<file path="config.mk">
export PLATFORM = sky130hd
export DESIGN_NAME = alu_instr_sequencer
export DESIGN_NICKNAME = d
export VERILOG_FILES = /design/src/rtl/cpu_ctrl_pkg.sv /design/src/rtl/ir_class_decoder.sv /design/src/rtl/alu_instr_sequencer.sv
export SDC_FILE = /design/constraint.sdc
export NUM_CORES = 1
export LEC_CHECK = 0
export ABC_AREA = 1
export BUFFER_PORTS_ARGS = -buffer_cell sky130_fd_sc_hd__clkbuf_2
export CAP_MARGIN = 20
export CORE_MARGIN = 8
export CORE_UTILIZATION = 35
export DETAILED_ROUTE_END_ITERATION = 8
export PLACE_DENSITY_LB_ADDON = 0.05
export SYNTH_ARGS = -nofsm -noshare
export SYNTH_HDL_FRONTEND = slang
export SYNTH_SLANG_ARGS = --single-unit
</file>
<file path="constraint.sdc">
create_clock -name clk -period 4.4 [get_ports clk]
set_clock_uncertainty 0.05 [all_clocks]
set_input_delay 0.22 -clock clk [delete_from_list [all_inputs] [get_ports clk]]
set_output_delay 0.22 -clock clk [all_outputs]
set_load 0.01 [all_outputs]
</file>
<file path="src/rtl/cpu_ctrl_pkg.sv">
// Shared definitions for the ALU instruction sequencer.
// Holds ALU function codes, instruction opcodes, the instruction-class and
// sequencer-state enums, IR field positions and a register-range helper.
package cpu_ctrl_pkg;

  // ALU function codes
  localparam logic [3:0] ALU_AND = 4'b0000;
  localparam logic [3:0] ALU_OR  = 4'b0001;
  localparam logic [3:0] ALU_ADD = 4'b0010;
  localparam logic [3:0] ALU_SUB = 4'b0011;
  localparam logic [3:0] ALU_SHR = 4'b0100;
  localparam logic [3:0] ALU_SHL = 4'b0101;
  localparam logic [3:0] ALU_ROR = 4'b0110;
  localparam logic [3:0] ALU_ROL = 4'b0111;
  localparam logic [3:0] ALU_MUL = 4'b1000;
  localparam logic [3:0] ALU_DIV = 4'b1001;
  localparam logic [3:0] ALU_NEG = 4'b1010;
  localparam logic [3:0] ALU_NOT = 4'b1011;

  // Instruction opcodes
  localparam logic [4:0] OP_ADD = 5'b00011;
  localparam logic [4:0] OP_SUB = 5'b00100;
  localparam logic [4:0] OP_AND = 5'b00101;
  localparam logic [4:0] OP_OR  = 5'b00110;
  localparam logic [4:0] OP_SHR = 5'b00111;
  localparam logic [4:0] OP_SHL = 5'b01000;
  localparam logic [4:0] OP_ROR = 5'b01001;
  localparam logic [4:0] OP_ROL = 5'b01010;
  localparam logic [4:0] OP_MUL = 5'b01110;
  localparam logic [4:0] OP_DIV = 5'b01111;
  localparam logic [4:0] OP_NEG = 5'b10000;
  localparam logic [4:0] OP_NOT = 5'b10001;

  // IR field bit positions
  localparam int OPC_MSB = 31;
  localparam int OPC_LSB = 27;
  localparam int RA_MSB  = 26;
  localparam int RA_LSB  = 23;
  localparam int RB_MSB  = 22;
  localparam int RB_LSB  = 19;
  localparam int RC_MSB  = 18;
  localparam int RC_LSB  = 15;

  typedef enum logic [1:0] {
    CLS_ILLEGAL,
    CLS_ONE,
    CLS_TWO,
    CLS_HILO
  } instr_class_t;

  typedef enum logic [3:0] {
    S_IDLE,
    S_T0,
    S_T1,
    S_T2,
    S_T3,
    S_T4,
    S_T5,
    S_T6,
    S_DONE
  } seq_state_t;

  // A 4-bit register field is only usable when it names an existing register.
  function automatic logic field_in_range(input logic [3:0] f, input int n);
    return $signed({28'd0, f}) < n;
  endfunction

endpackage

</file>
<file path="src/rtl/ir_class_decoder.sv">
// Combinational IR decoder.
// Ports: opcode/ra/rb/rc fields in; instruction class, ALU code, one-hot
// register selects and the illegal flag out. An illegal instruction reports
// CLS_ILLEGAL and alu_op 0000 so the sequencer never needs a second check.
module ir_class_decoder
  import cpu_ctrl_pkg::*;
#(
  parameter int NUM_REGS = 16
) (
  input  logic [4:0]          opcode,
  input  logic [3:0]          ra,
  input  logic [3:0]          rb,
  input  logic [3:0]          rc,
  output instr_class_t        iclass,
  output logic [3:0]          alu_op,
  output logic [NUM_REGS-1:0] ra_sel,
  output logic [NUM_REGS-1:0] rb_sel,
  output logic [NUM_REGS-1:0] rc_sel,
  output logic                illegal
);

  function automatic logic [NUM_REGS-1:0] onehot(input logic [3:0] f);
    logic [NUM_REGS-1:0] v;
    v = '0;
    for (int i = 0; i < NUM_REGS; i++) begin
      v[i] = ($signed({28'd0, f}) == i);
    end
    return v;
  endfunction

  instr_class_t cls_raw;
  logic [3:0]   alu_raw;
  logic         regs_ok;

  always_comb begin
    cls_raw = CLS_ILLEGAL;
    alu_raw = ALU_AND;
    unique case (opcode)
      OP_ADD:  begin cls_raw = CLS_TWO;  alu_raw = ALU_ADD; end
      OP_SUB:  begin cls_raw = CLS_TWO;  alu_raw = ALU_SUB; end
      OP_AND:  begin cls_raw = CLS_TWO;  alu_raw = ALU_AND; end
      OP_OR:   begin cls_raw = CLS_TWO;  alu_raw = ALU_OR;  end
      OP_SHR:  begin cls_raw = CLS_TWO;  alu_raw = ALU_SHR; end
      OP_SHL:  begin cls_raw = CLS_TWO;  alu_raw = ALU_SHL; end
      OP_ROR:  begin cls_raw = CLS_TWO;  alu_raw = ALU_ROR; end
      OP_ROL:  begin cls_raw = CLS_TWO;  alu_raw = ALU_ROL; end
      OP_MUL:  begin cls_raw = CLS_HILO; alu_raw = ALU_MUL; end
      OP_DIV:  begin cls_raw = CLS_HILO; alu_raw = ALU_DIV; end
      OP_NEG:  begin cls_raw = CLS_ONE;  alu_raw = ALU_NEG; end
      OP_NOT:  begin cls_raw = CLS_ONE;  alu_raw = ALU_NOT; end
      default: begin cls_raw = CLS_ILLEGAL; alu_raw = ALU_AND; end
    endcase

    // Rc is only read by two-operand instructions
    regs_ok = field_in_range(ra, NUM_REGS) && field_in_range(rb, NUM_REGS) &&
              ((cls_raw != CLS_TWO) || field_in_range(rc, NUM_REGS));

    illegal = (cls_raw == CLS_ILLEGAL) || !regs_ok;
    iclass  = illegal ? CLS_ILLEGAL : cls_raw;
    alu_op  = illegal ? ALU_AND : alu_raw;
    ra_sel  = onehot(ra);
    rb_sel  = onehot(rb);
    rc_sel  = onehot(rc);
  end

endmodule

</file>
<file path="src/rtl/alu_instr_sequencer.sv">
// Fetch/execute control sequencer for register-class ALU instructions.
// Ports: clk, reset_n (async active-low), start / mem_ready handshake, ir from
// the datapath; busy/done/illegal status, datapath strobes, alu_op and the
// one-hot gpr_in/gpr_out register selects.
//
// state | meaning
// IDLE  | waiting for start
// T0    | PC to MAR, PC+1 into Z
// T1    | Z to PC, memory read into MDR (holds until mem_ready)
// T2    | MDR to IR
// T3    | first operand out (Y, or straight into ALU for one-operand)
// T4    | second operand into ALU
// T5    | Z low to Ra, or to LO for mul/div
// T6    | Z high to HI (mul/div only)
// DONE  | one-cycle completion pulse, illegal flag valid
//
// Outputs are decoded from the state register and the live IR rather than
// registered one cycle ahead: the IR is only loaded at the end of T2, so a
// precomputed T3 output would see the previous instruction.
module alu_instr_sequencer
  import cpu_ctrl_pkg::*;
#(
  parameter int NUM_REGS = 16,
  parameter int IR_W     = 32
) (
  input  logic                clk,
  input  logic                reset_n,
  input  logic                start,
  input  logic                mem_ready,
  input  logic [IR_W-1:0]     ir,
  output logic                busy,
  output logic                done,
  output logic                illegal,
  output logic                pc_out,
  output logic                pc_in,
  output logic                inc_pc,
  output logic                mar_in,
  output logic                read,
  output logic                mdr_in,
  output logic                mdr_out,
  output logic                ir_in,
  output logic                y_in,
  output logic                z_in,
  output logic                z_low_out,
  output logic                z_high_out,
  output logic                hi_in,
  output logic                lo_in,
  output logic [3:0]          alu_op,
  output logic [NUM_REGS-1:0] gpr_in,
  output logic [NUM_REGS-1:0] gpr_out
);

  seq_state_t          state;
  instr_class_t        iclass;
  logic [3:0]          dec_alu;
  logic [NUM_REGS-1:0] ra_sel, rb_sel, rc_sel;
  logic                dec_illegal;
  logic                unused_ir_bits;

  assign unused_ir_bits = ^ir[RC_LSB-1:0];

  ir_class_decoder #(.NUM_REGS(NUM_REGS)) u_dec (
    .opcode (ir[OPC_MSB:OPC_LSB]),
    .ra     (ir[RA_MSB:RA_LSB]),
    .rb     (ir[RB_MSB:RB_LSB]),
    .rc     (ir[RC_MSB:RC_LSB]),
    .iclass (iclass),
    .alu_op (dec_alu),
    .ra_sel (ra_sel),
    .rb_sel (rb_sel),
    .rc_sel (rc_sel),
    .illegal(dec_illegal)
  );

  always_ff @(posedge clk or negedge reset_n) begin
    if (!reset_n) begin
      state <= S_IDLE;
    end else begin
      case (state)
        S_IDLE: if (start) state <= S_T0;
        S_T0:   state <= S_T1;
        S_T1:   if (mem_ready) state <= S_T2;
        S_T2:   state <= S_T3;
        S_T3: begin
          case (iclass)
            CLS_ILLEGAL: state <= S_DONE;
            CLS_ONE:     state <= S_T5;
            default:     state <= S_T4;
          endcase
        end
        S_T4:   state <= S_T5;
        S_T5:   state <= (iclass == CLS_HILO) ? S_T6 : S_DONE;
        S_T6:   state <= S_DONE;
        S_DONE: state <= start ? S_T0 : S_IDLE;
        default: state <= S_IDLE;
      endcase
    end
  end

  always_comb begin
    busy       = (state != S_IDLE);
    done       = 1'b0;
    illegal    = 1'b0;
    pc_out     = 1'b0;
    pc_in      = 1'b0;
    inc_pc     = 1'b0;
    mar_in     = 1'b0;
    read       = 1'b0;
    mdr_in     = 1'b0;
    mdr_out    = 1'b0;
    ir_in      = 1'b0;
    y_in       = 1'b0;
    z_in       = 1'b0;
    z_low_out  = 1'b0;
    z_high_out = 1'b0;
    hi_in      = 1'b0;
    lo_in      = 1'b0;
    alu_op     = ALU_AND;
    gpr_in     = '0;
    gpr_out    = '0;
    case (state)
      S_T0: begin
        pc_out = 1'b1; mar_in = 1'b1; inc_pc = 1'b1; z_in = 1'b1;
        alu_op = ALU_ADD;
      end
      S_T1: begin
        z_low_out = 1'b1; pc_in = 1'b1; read = 1'b1; mdr_in = 1'b1;
      end
      S_T2: begin
        mdr_out = 1'b1; ir_in = 1'b1;
      end
      S_T3: begin
        case (iclass)
          CLS_ONE:  begin gpr_out = rb_sel; alu_op = dec_alu; z_in = 1'b1; end
          CLS_TWO:  begin gpr_out = rb_sel; y_in = 1'b1; end
          CLS_HILO: begin gpr_out = ra_sel; y_in = 1'b1; end
          default:  ;
        endcase
      end
      S_T4: begin
        case (iclass)
          CLS_TWO:  begin gpr_out = rc_sel; alu_op = dec_alu; z_in = 1'b1; end
          CLS_HILO: begin gpr_out = rb_sel; alu_op = dec_alu; z_in = 1'b1; end
          default:  ;
        endcase
      end
      S_T5: begin
        z_low_out = 1'b1;
        // guard against an IR that changed to an illegal encoding mid-execute
        if (iclass == CLS_HILO)         lo_in  = 1'b1;
        else if (iclass != CLS_ILLEGAL) gpr_in = ra_sel;
      end
      S_T6: begin
        z_high_out = 1'b1;
        hi_in      = (iclass == CLS_HILO);
      end
      S_DONE: begin
        done    = 1'b1;
        illegal = dec_illegal;
      end
      default: ;
    endcase
  end

endmodule
</file>
==> results of run 1 <==
==> metrics by stage <==
stage | instances | utilization [%] | hold WS [ns] | worst slack, ns
floorplan | 318 | - | -0.126 | 2.34
global placement | 432 | 44.5 | -0.0222 | 1.54
finish | 436 | 45.6 | 0.230 | 1.54
CTS | 436 | 45.6 | 0.230 | 1.53
global route | 436 | 45.6 | 0.261 | 1.21
detailed placement | 432 | 44.5 | -0.0207 | 1.54
==> path summary, 6_finish.rpt <==
check / endpoint / slack (ns) / cells past startpoint
hold / removal: state[0] / 0.23 / 3
min in group asynchronous: state[0] / 0.30 / 2
hold reg to reg: state[2] / 0.63 / 3
setup / recovery: gpr_out[13] / 1.54 / 12
max in group asynchronous: state[1] / 3.88 / 2
setup reg to reg: state[2] / 2.90 / 4
==> logic make-up after synthesis <==
| family | synth area share (%) |
|---|---|
| and+or+nand+nor | 58.1 |
| buffers and inverters | 15.7 |
| AOI/OAI and AO/OA | 12.3 |
| adders and majority gates | 7.72 |
| DFF | 6.18 |
==> worst max-delay path, delay by kind of cell <==
kind	cells	cell delay (ns)
buffers and inverters	4	0.93
adders and majority gates	2	0.61
and+or+nand+nor	3	0.45
AOI/OAI and AO/OA	3	0.38
==> final cells by class <==
type                       count  area (sq um)
multi-input combinational    261          1270
inverter                      41           159
fill                         520          2400
timing repair buffer          75           383
clock buffer                   3          41.3
sequential                     4           100
tap                           52          65.1
==> routing by layer <==
layer / share of wire, % / up-vias / track usage, % / wire (um)
li1: - / 1143 / - / -
met1: 49 / 969 / 20.6 / 2730
met4: 0.22 / 0 / 1.88 / 12
met3: 6.2 / 2 / 2.34 / 348
met5: 0 / - / 0 / 0
met2: 45 / 61 / 24.5 / 2480
==> cell usage in the layout, fill, tap and decap left out, types with 2 or more instances in the layout <==
master / n
o21ai_1: 2
nor2_1: 60
clkbuf_8: 3
inv_1: 38
dfrtp_1: 4
o21ai_0: 22
nand2_1: 98
nand3_1: 33
o22ai_1: 8
nor3_1: 6
a21oi_1: 3
nor2_2: 2
nor2_4: 4
nand4_1: 2
ha_1: 10
clkbuf_2: 73
nand3_2: 4
==> cells in the mapped netlist <==
master	number
a21oi_1	3
a31oi_1	1
buf_12	1
buf_4	5
buf_6	2
clkbuf_1	4
clkinv_1	1
dfrtp_1	4
ha_1	10
inv_1	38
inv_2	1
inv_6	1
nand2_1	98
nand2_2	1
nand2_4	1
nand3_1	33
nand3_2	4
nand3b_1	1
nand4_1	2
nand4_2	1
nor2_1	60
nor2_2	2
nor2_4	4
nor3_1	6
o21ai_0	22
o21ai_1	2
o22ai_1	8
o31ai_1	1
or2_2	1
==> what timing repair did <==
item	4_1_cts	5_1_grt
setup buffers	0	0
hold buffers	1	0
endpoints found under the hold margin	4	0
endpoints found under the setup margin	0	0
resized for setup	0	0
==> power groups by stage <==
stage	Clock (W)	Sequential [W]	Combinational [W]
2_1_floorplan	0	0.0000726	0.000259
3_3_place_gp	0	0.0000758	0.000343
3_5_place_dp	0	0.0000762	0.000341
4_1_cts	0.0000790	0.0000758	0.000343
5_1_grt	0.0000807	0.0000783	0.000376
6_report	0.0000773	0.0000755	0.000339
==> summary.md, run 1 <==
| Metric | Value |
|---|---|
| Run status | finished, final reports clean |
| Root Buffer | clkbuf_8 |
| Worst Setup Start Kind | input port |
| Synth top area cells | nand2_1, nor2_1, nand3_1, inv_1, ha_1 |
| Rel. slew slack | 68.1% |
| Post-synthesis register bit count | 4 |
| Die X | 84.0 um |
| Fin. max-slew vios | 0 |
| CP Max Fanout | 16 |
| Drt total wl | 5570 um |
| Synth Cell Area | 1620 sq um |
| Initial antenna violation count | 0 |
| Syn_nets | about 360 |
| Port Buffers | 73 |
| TritonCTS clock tree | yes |
| WL/cell | 12.8 um |
| Cells after Synth | 318 |
| Combinational share of power | 68.9% |
| Clk pwr share | 15.7% |
| Top flop regs | state (4) |
| Worst path required time | 4.13 ns |
| Grt ovf | 0 |
| Antenna-violating nets left | 0 |
| Maximum clock rate | about 0.35 GHz |
| First-pass GRT wire length | ~9400 um |
| Leakage | 1.17 nW |
| PwrDens | between 200 and 250 nW/um^2 |
| Die footprint | 7060 sq um |
| Peak VDD IR | roughly 0.14 mV |
| # DRC | 0 |
| Area grow syn2layout | 24.3% |
| Crit Path Class | in2out |
| Worst Hold Launch | mem_ready |
| # setup viols final | 0 |
| Worst-Margin Slew | 0.479 ns |
| Reg-to-reg startpoint | state[0] |
| Netlist cell types | 29 |
| Core ar. | 4410 sq um |
| Average size of a mapped cell | between 5 and 6 sq um |
| Vias in the first global route | 2080 |
| Clock tree sinks | 4 |
| Sw Ratio | 55.1% |
| IO Count | 89 |
| Int Pwr | 0.000221 W |
| Design area | a little over 2000 sq um |
| Via Count | 2175 |
| Die height | 84.0 um |
| Top reg by flops | state |
| Setup_tns | 0 ns |
| Dpl cell area | 1960 sq um |
| Initial drt markers | about 160 |
| Clock Latency Late Sink | 0.22 ns |
| Switching power | 0.000271 W |
| Post-DP HPWL | 4560 um |
| Clk buf depth | 2 |
| Total GRT Usage | between 15 and 20% |
| Delay of the slowest critical-path stage | ~0.42 ns |
| 1st-pass router iterations | 4 |
| Crit. End Element | primary output |
| Slowest cell on the critical path | ha_1 |
| Layout net count | roughly 430 |
| Sequential element share of the synthesized area | 6.18% |
| Top-area cell type share of the netlist area | between 20 and 25% |
| Clock Pin Slew Worst Setup and Hold Paths | about 0.030 ns |
| CP Cell Sequence | clkbuf_2, ha_1, o21ai_0, a21oi_1, nor2_1, ha_1, clkinv_1, buf_4, nor2_1, o21ai_0, nand2_1, clkbuf_2 |
| Hold Fails Final Rpt | 0 |
| Row count | 24 |
| Total power | between 0.0004 and 0.0005 W |
| Avg Vias per Cell | 4.99 |
| Cell taking the most area after synthesis | nand2_1 |
| RSZ-0062 raised after global routing | false |
| TritonCTS buffer count | 3 |
| Hold Crit Class | in2reg |
| Yosys warns | 0 |
| Share of cells above drive strength 1 | 24.2% |
| Arrival @ worst endpoint | ~2.6 ns |
| Min Tclk post-route | 2.86 ns |
| Share of total power in sequential cells | between 10% and 20% |
| Clock H-tree levels | 1 |
| Critical path origin | ir[27] |
| Gpl congestion | 0.862 |
| Max reg flops | 4 |
| Period utilization | 64.9% |
| Largest net degree at the start of global routing | 18 |
| Initial Util | 36.7% |
| Max-capacitance violation count | 0 |
| # diodes | 0 |
No activity file was read; power rests on OpenSTA's default activity.
==> inputs of run 2 (changes only) <==
Clock period 4.4 ns to 2.5 ns, I/O delays scaled along.
==> run 2 against run 1 <==
  * Final cell count is 0.46% higher
  * Sequential power up 77%
  * Worst setup slack got worse by 1.3 ns
  * Critical path type unchanged
==> summary.md, run 2 (same netlist as run 1, synthesis figures left out) <==
| Metric | Value |
|---|---|
| Run status | finished, final reports clean |
| Top reg by flops | state |
| Maximum clock rate | 0.441 GHz |
| Initial antenna violation count | 0 (unchanged) |
| Peak VDD IR | 0.331 mV (+140%) |
| Gpl congestion | 0.889 (+3.2%) |
| Max reg flops | 4 (unchanged) |
| Die X | 84.0 um (unchanged) |
| Arrival @ worst endpoint | 2.09 ns (-0.50 ns) |
| Setup_tns | 0 ns (unchanged) |
| Reg-to-reg startpoint | state[0] |
| # diodes | 0 (unchanged) |
| Largest net degree at the start of global routing | 21 (+3) |
| Clk buf depth | 2 (unchanged) |
| Most frequent cells in the layout | nand2_1, clkbuf_2, nor2_1, inv_1, nand3_1 |
| TritonCTS buffer count | 3 (unchanged) |
| Post-CTS setup buffer count | 0 (unchanged) |
| Clock Latency Late Sink | 0.22 ns (about the same) |
| Critical path origin | ir[27] |
| Period utilization | between 90% and 100% |
| Max-capacitance violation count | 0 (unchanged) |
| Area grow syn2layout | 27.0% |
| Crit Path Class | in2out |
| Total power | 0.000887 W (+80%) |
| PwrDens | 431 nW/um^2 (+77%) |
| Initial drt markers | 187 (+19%) |
| Hold Crit Class | in2reg |
| Worst Setup Start Kind | input port |
| Initial Util | 36.7% (unchanged) |
| Share of cells above drive strength 1 | 25.1% (+0.91 points) |
| Port Buffers | 73 (unchanged) |
| Root Buffer | clkbuf_8 |
| RSZ-0062 raised after global routing | false |
| Hold Fails Final Rpt | 0 (unchanged) |
| Die footprint | 7060 sq um (unchanged) |
| Clock tree sinks | 4 (unchanged) |
| Fin. max-slew vios | 0 (unchanged) |
| Clock Pin Slew Worst Setup and Hold Paths | 0.03 ns (about the same) |
| Clock H-tree levels | 1 (unchanged) |
| Top flop regs | state (4) |
| WL/cell | 12.8 um (about the same) |
| Drt total wl | 5590 um (+0.45%) |
| Post-DP HPWL | 4570 um (about the same) |
| Fin cells | 438 (+0.46%) |
| Crit. End Element | primary output |
| Worst Hold Launch | mem_ready |
| 1st-pass router iterations | 4 (unchanged) |
| # setup viols final | 0 (unchanged) |
| Total GRT Usage | 15.1% (-0.020 points) |
| First-pass GRT wire length | 9380 um (-0.73%) |
| Placed insts | 434 (+0.46%) |
| Leakage | 1.19 nW (+1.3%) |
| Avg Vias per Cell | 4.94 (-0.96%) |
| Antenna-violating nets left | 0 (unchanged) |
| Vias in the first global route | 2049 (-1.5%) |
| # DRC | 0 (unchanged) |
| Via Count | 2164 (-0.51%) |
| Most common cell after layout, fill and taps aside | nand2_1 |
| Fill cell count | 530 (+1.9%) |
| Worst-Margin Slew | 0.457 ns (-0.0225 ns) |
| Grt ovf | 0 (unchanged) |
| Core ar. | 4410 sq um (unchanged) |
| TritonCTS clock tree | yes |
| Worst path required time | 2.33 ns (-1.80 ns) |
| Layout net count | 434 (+0.46%) |
| Row count | 24 (unchanged) |
| IO Count | 89 (unchanged) |
| Min Tclk post-route | 2.27 ns |
| CP Max Fanout | 20 (+4) |
| Die height | 84.0 um (unchanged) |
| Rel. slew slack | 69.4% (+1.4 points) |
==> run 2: what timing repair did <==
item,in CTS,in global routing
endpoints found under the setup margin,0,20
hold buffers,1,0
endpoints found under the hold margin,4,0
resized for setup,0,3
==> run 2: area by class of cell <==
cell class	instances	area (sq um)	area share [%]
Sequential cell	4	100	4.86
Tap cell	52	65.1	3.16
Clock buffer	3	41.3	2.01
Multi-Input combinational cell	261	1280	62.3
Timing Repair Buffer	77	410	19.9
Inverter	41	159	7.72
==> run 2: where the power goes <==
part           internal [W]  switching [W]
clock              0.000103      0.0000399
combinational      0.000199       0.000411
sequential        0.0000925      0.0000415
total              0.000395       0.000492
==> run 2: worst paths after layout <==
path                                to  slack [ns]  depth (start not counted)
max                        gpr_out[13]        0.23                         12
min                           state[0]        0.13                          3
max reg2reg                   state[2]        0.99                          4
min reg2reg                   state[2]        0.63                          3
max in group asynchronous     state[1]        2.08                          2
min in group asynchronous     state[2]        0.20                          2
==> run 2: worst max-delay path, cell delays in order <==
cell and delay (ns):
clkbuf_2 0.11, ha_1 0.19, o21ai_0 0.20, a21oi_1 0.06, nor2_1 0.19, ha_1 0.21, clkinv_1 0.26, buf_12 0.26
nor2_1 0.15, o21ai_0 0.11, nand2_1 0.10, clkbuf_2 0.13
==> run 2: metrics by stage <==
| step | hold WS (ns) | worst slack, ns | cell area [sq um] | utilization, % |
|---|---|---|---|---|
| 2_1_floorplan | -0.221 | 0.628 | 1620 | - |
| 3_5_place_dp | -0.114 | 0.112 | 1990 | 45.1 |
| 3_3_place_gp | -0.115 | 0.152 | 1990 | 45.1 |
| 6_report | 0.130 | 0.234 | 2060 | 46.6 |
| 5_1_grt | 0.163 | 0.0175 | 2060 | 46.6 |
| 4_1_cts | 0.129 | 0.108 | 2040 | 46.3 |
==> run 2: layer usage <==
metal,vias up,track usage [%],share of wire [%]
met1,938,21.0,49
met4,0,2.35,0.64
met3,5,4.00,7.7
met2,75,22.6,43
met5,-,0,0
li1,1146,-,-
==> inputs of run 3 (changes only) <==
Settings changed: CORE_UTILIZATION 35 to 23.
==> run 3 against run 2 <==
  * Via count decreased by 0.51%
  * Critical path type unchanged
  * First-iteration DRC count decreased by 47%
  * Maximum frequency increased by 2.7%
  * Core utilization decreased by 15 points
  * Sequential cell count unchanged
  * Clock power decreased by 5%
  * Global-route usage decreased by 2.6 points
  * Die area increased by 41%
  * Routed wire length increased by 14%
  * Count of clock-buffer cells in the layout unchanged
  * Non-clock buffer count increased by 3
  * Largest cell class unchanged
==> summary.md, run 3 (same netlist as run 1, synthesis figures left out) <==
| Metric | Value |
|---|---|
| Placed insts | 481 (+11%) |
| Worst Hold Launch | mem_ready |
| Fin cells | 485 (+11%) |
| Worst-Margin Slew | 0.546 ns (+0.0888 ns) |
| Clock Latency Late Sink | 0.22 ns (about the same) |
| Arrival @ worst endpoint | 2.03 ns (-0.06 ns) |
| Critical path origin | ir[27] |
| RSZ-0062 raised after global routing | false |
| Via Count | 2153 (-0.51%) |
| Hold Worst Slack | 0.164 ns (+0.0346 ns) |
| Die height | 99.9 um (+19%) |
| Post-CTS setup buffer count | 0 (unchanged) |
| Maximum clock rate | 0.453 GHz (+2.7%) |
| Rel. slew slack | 63.5% (-5.9 points) |
| Core ar. | 6790 sq um (+54%) |
| WL/cell | 13.1 um (+2.9%) |
| PwrDens | 419 nW/um^2 (-2.7%) |
| Hold Fails Final Rpt | 0 (unchanged) |
| Grt ovf | 0 (unchanged) |
| Port Buffers | 73 (unchanged) |
| 1st-pass router iterations | 4 (unchanged) |
| Worst Setup Start Kind | input port |
| Area grow syn2layout | 31.0% |
| Period utilization | 88.3% (-2.4 points) |
| Setup_tns | 0 ns (unchanged) |
| Critical path destination | gpr_in[15] |
| Top reg by flops | state |
| Drt total wl | 6370 um (+14%) |
| Share of cells above drive strength 1 | 25.4% (+0.32 points) |
| Initial drt markers | 99 (-47%) |
| CP Cell Sequence | clkbuf_2, ha_1, o21ai_0, a21oi_1, nor2_2, inv_1, ha_1, inv_1, nand4_2, buf_4, nor3_1, clkbuf_2 |
| # DRC | 0 (unchanged) |
| Total power | 0.000889 W (+0.28%) |
| Worst R2R Path Depth | 5 (+1) |
| Worst path required time | 2.33 ns (about the same) |
| Antenna-violating nets left | 0 (unchanged) |
| Final worst-path setup slack | 0.293 ns (+0.0590 ns) |
| Peak VDD IR | 0.194 mV (-41%) |
| Die footprint | 9990 sq um (+41%) |
| Clk buf depth | 2 (unchanged) |
| Min Tclk post-route | 2.21 ns (-0.0590 ns) |
| FF-to-FF setup slack | 1.13 ns (+0.14 ns) |
| Total GRT Usage | 12.5% (-2.6 points) |
| Row count | 30 (+25%) |
| Max reg flops | 4 (unchanged) |
| Crit. End Element | primary output |
| Clock H-tree levels | 1 (unchanged) |
| TritonCTS buffer count | 3 (unchanged) |
| Leakage | 1.20 nW (+0.93%) |
| Max-capacitance violation count | 0 (unchanged) |
| Hold Crit Class | in2reg |
| Largest net degree at the start of global routing | 18 (-14%) |
| Fin. max-slew vios | 0 (unchanged) |
| Vias in the first global route | 2154 (+5.1%) |
| Run status | finished, final reports clean |
| TritonCTS clock tree | yes |
| Initial Util | 23.8% (-13 points) |
| Pre-CTS setup slack | 0.207 ns (+0.0951 ns) |
| Die X | 99.9 um (+19%) |
| Top flop regs | state (4) |
| # setup viols final | 0 (unchanged) |
| Slowest cell on the critical path | ha_1 |
| Initial antenna violation count | 0 (unchanged) |
| Gpl congestion | 0.873 (-1.7%) |
| Layout net count | 437 (+0.69%) |
| Most common cell after layout, fill and taps aside | nand2_1 |
| Delay of the slowest critical-path stage | 0.27 ns (about the same) |
| Avg Vias per Cell | 4.44 (-10%) |
| Critical R2R Capture | state[2] |
| Clock Pin Slew Worst Setup and Hold Paths | 0.03 ns (about the same) |
| Clock tree sinks | 4 (unchanged) |
| Crit Path Class | in2out |
| Most frequent cells in the layout | nand2_1, clkbuf_2, nor2_1, inv_1, nand3_1 |
| Root Buffer | clkbuf_8 |
| CP Max Fanout | 16 (-20%) |
| Post-DP HPWL | 5280 um (+16%) |
| Reg-to-reg startpoint | state[0] |
| IO Count | 89 (unchanged) |
| # diodes | 0 (unchanged) |
| First-pass GRT wire length | 10600 um (+13%) |
run 3: cell count changes in the layout (fill, tap and decap cells not counted), sizes merged:
| cell | change |
|---|---|
| buf | +3 |
run 3: worst min path at each step:
stage / to / slack (ns) / cells after the start
after floorplan: state[0] / -0.22 / 0
after global placement: state[0] / -0.12 / 1
after detailed placement: state[1] / -0.12 / 1
after CTS: state[0] / 0.16 / 3
after global routing: state[0] / 0.21 / 3
final: state[0] / 0.16 / 3
run 3: per-layer routing:
layer,vias to the layer above,global-route usage (%),routed length (um)
met3,2,2.70,493
met4,0,1.05,13
met5,-,0,0
li1,1151,-,-
met1,933,18.2,3180
met2,67,18.7,2690
run 3: area by class of cell:
cell class	count	area, sq um
inverters	41	159
well taps	96	120
flip-flops and latches	4	100
repair buffers	80	433
multi-input cells	261	1270
fillers	817	4670
clock buffers	3	41.3
run 3: where the power goes:
group | total [W] | internal, W | switching (W)
sequential | 0.000138 | 0.0000925 | 0.0000455
clock | 0.000136 | 0.000103 | 0.0000331
combinational | 0.000616 | 0.000206 | 0.000410
total | 0.000889 | 0.000401 | 0.000488
run 3: what timing repair did:
| action | CTS | global route |
|---|---|---|
| hold buffers | 1 | 0 |
| endpoints found under the hold margin | 4 | 0 |
| gates resized for setup | 0 | 1 |
| setup endpoints to repair | 0 | 1 |
run 3: worst max-delay path, delay by kind of cell:
family	cells	cell delay (ns)
buf+inv	5	0.73
simple gates	3	0.43
compound gates	2	0.28
fa+ha+maj	2	0.46
run 3: through the flow:
step,cell area (sq um),util [%]
floorplan,1620,-
detailed placement,2070,30.4
finish,2120,31.2
global placement,2070,30.4
global route,2120,31.2
CTS,2120,31.2
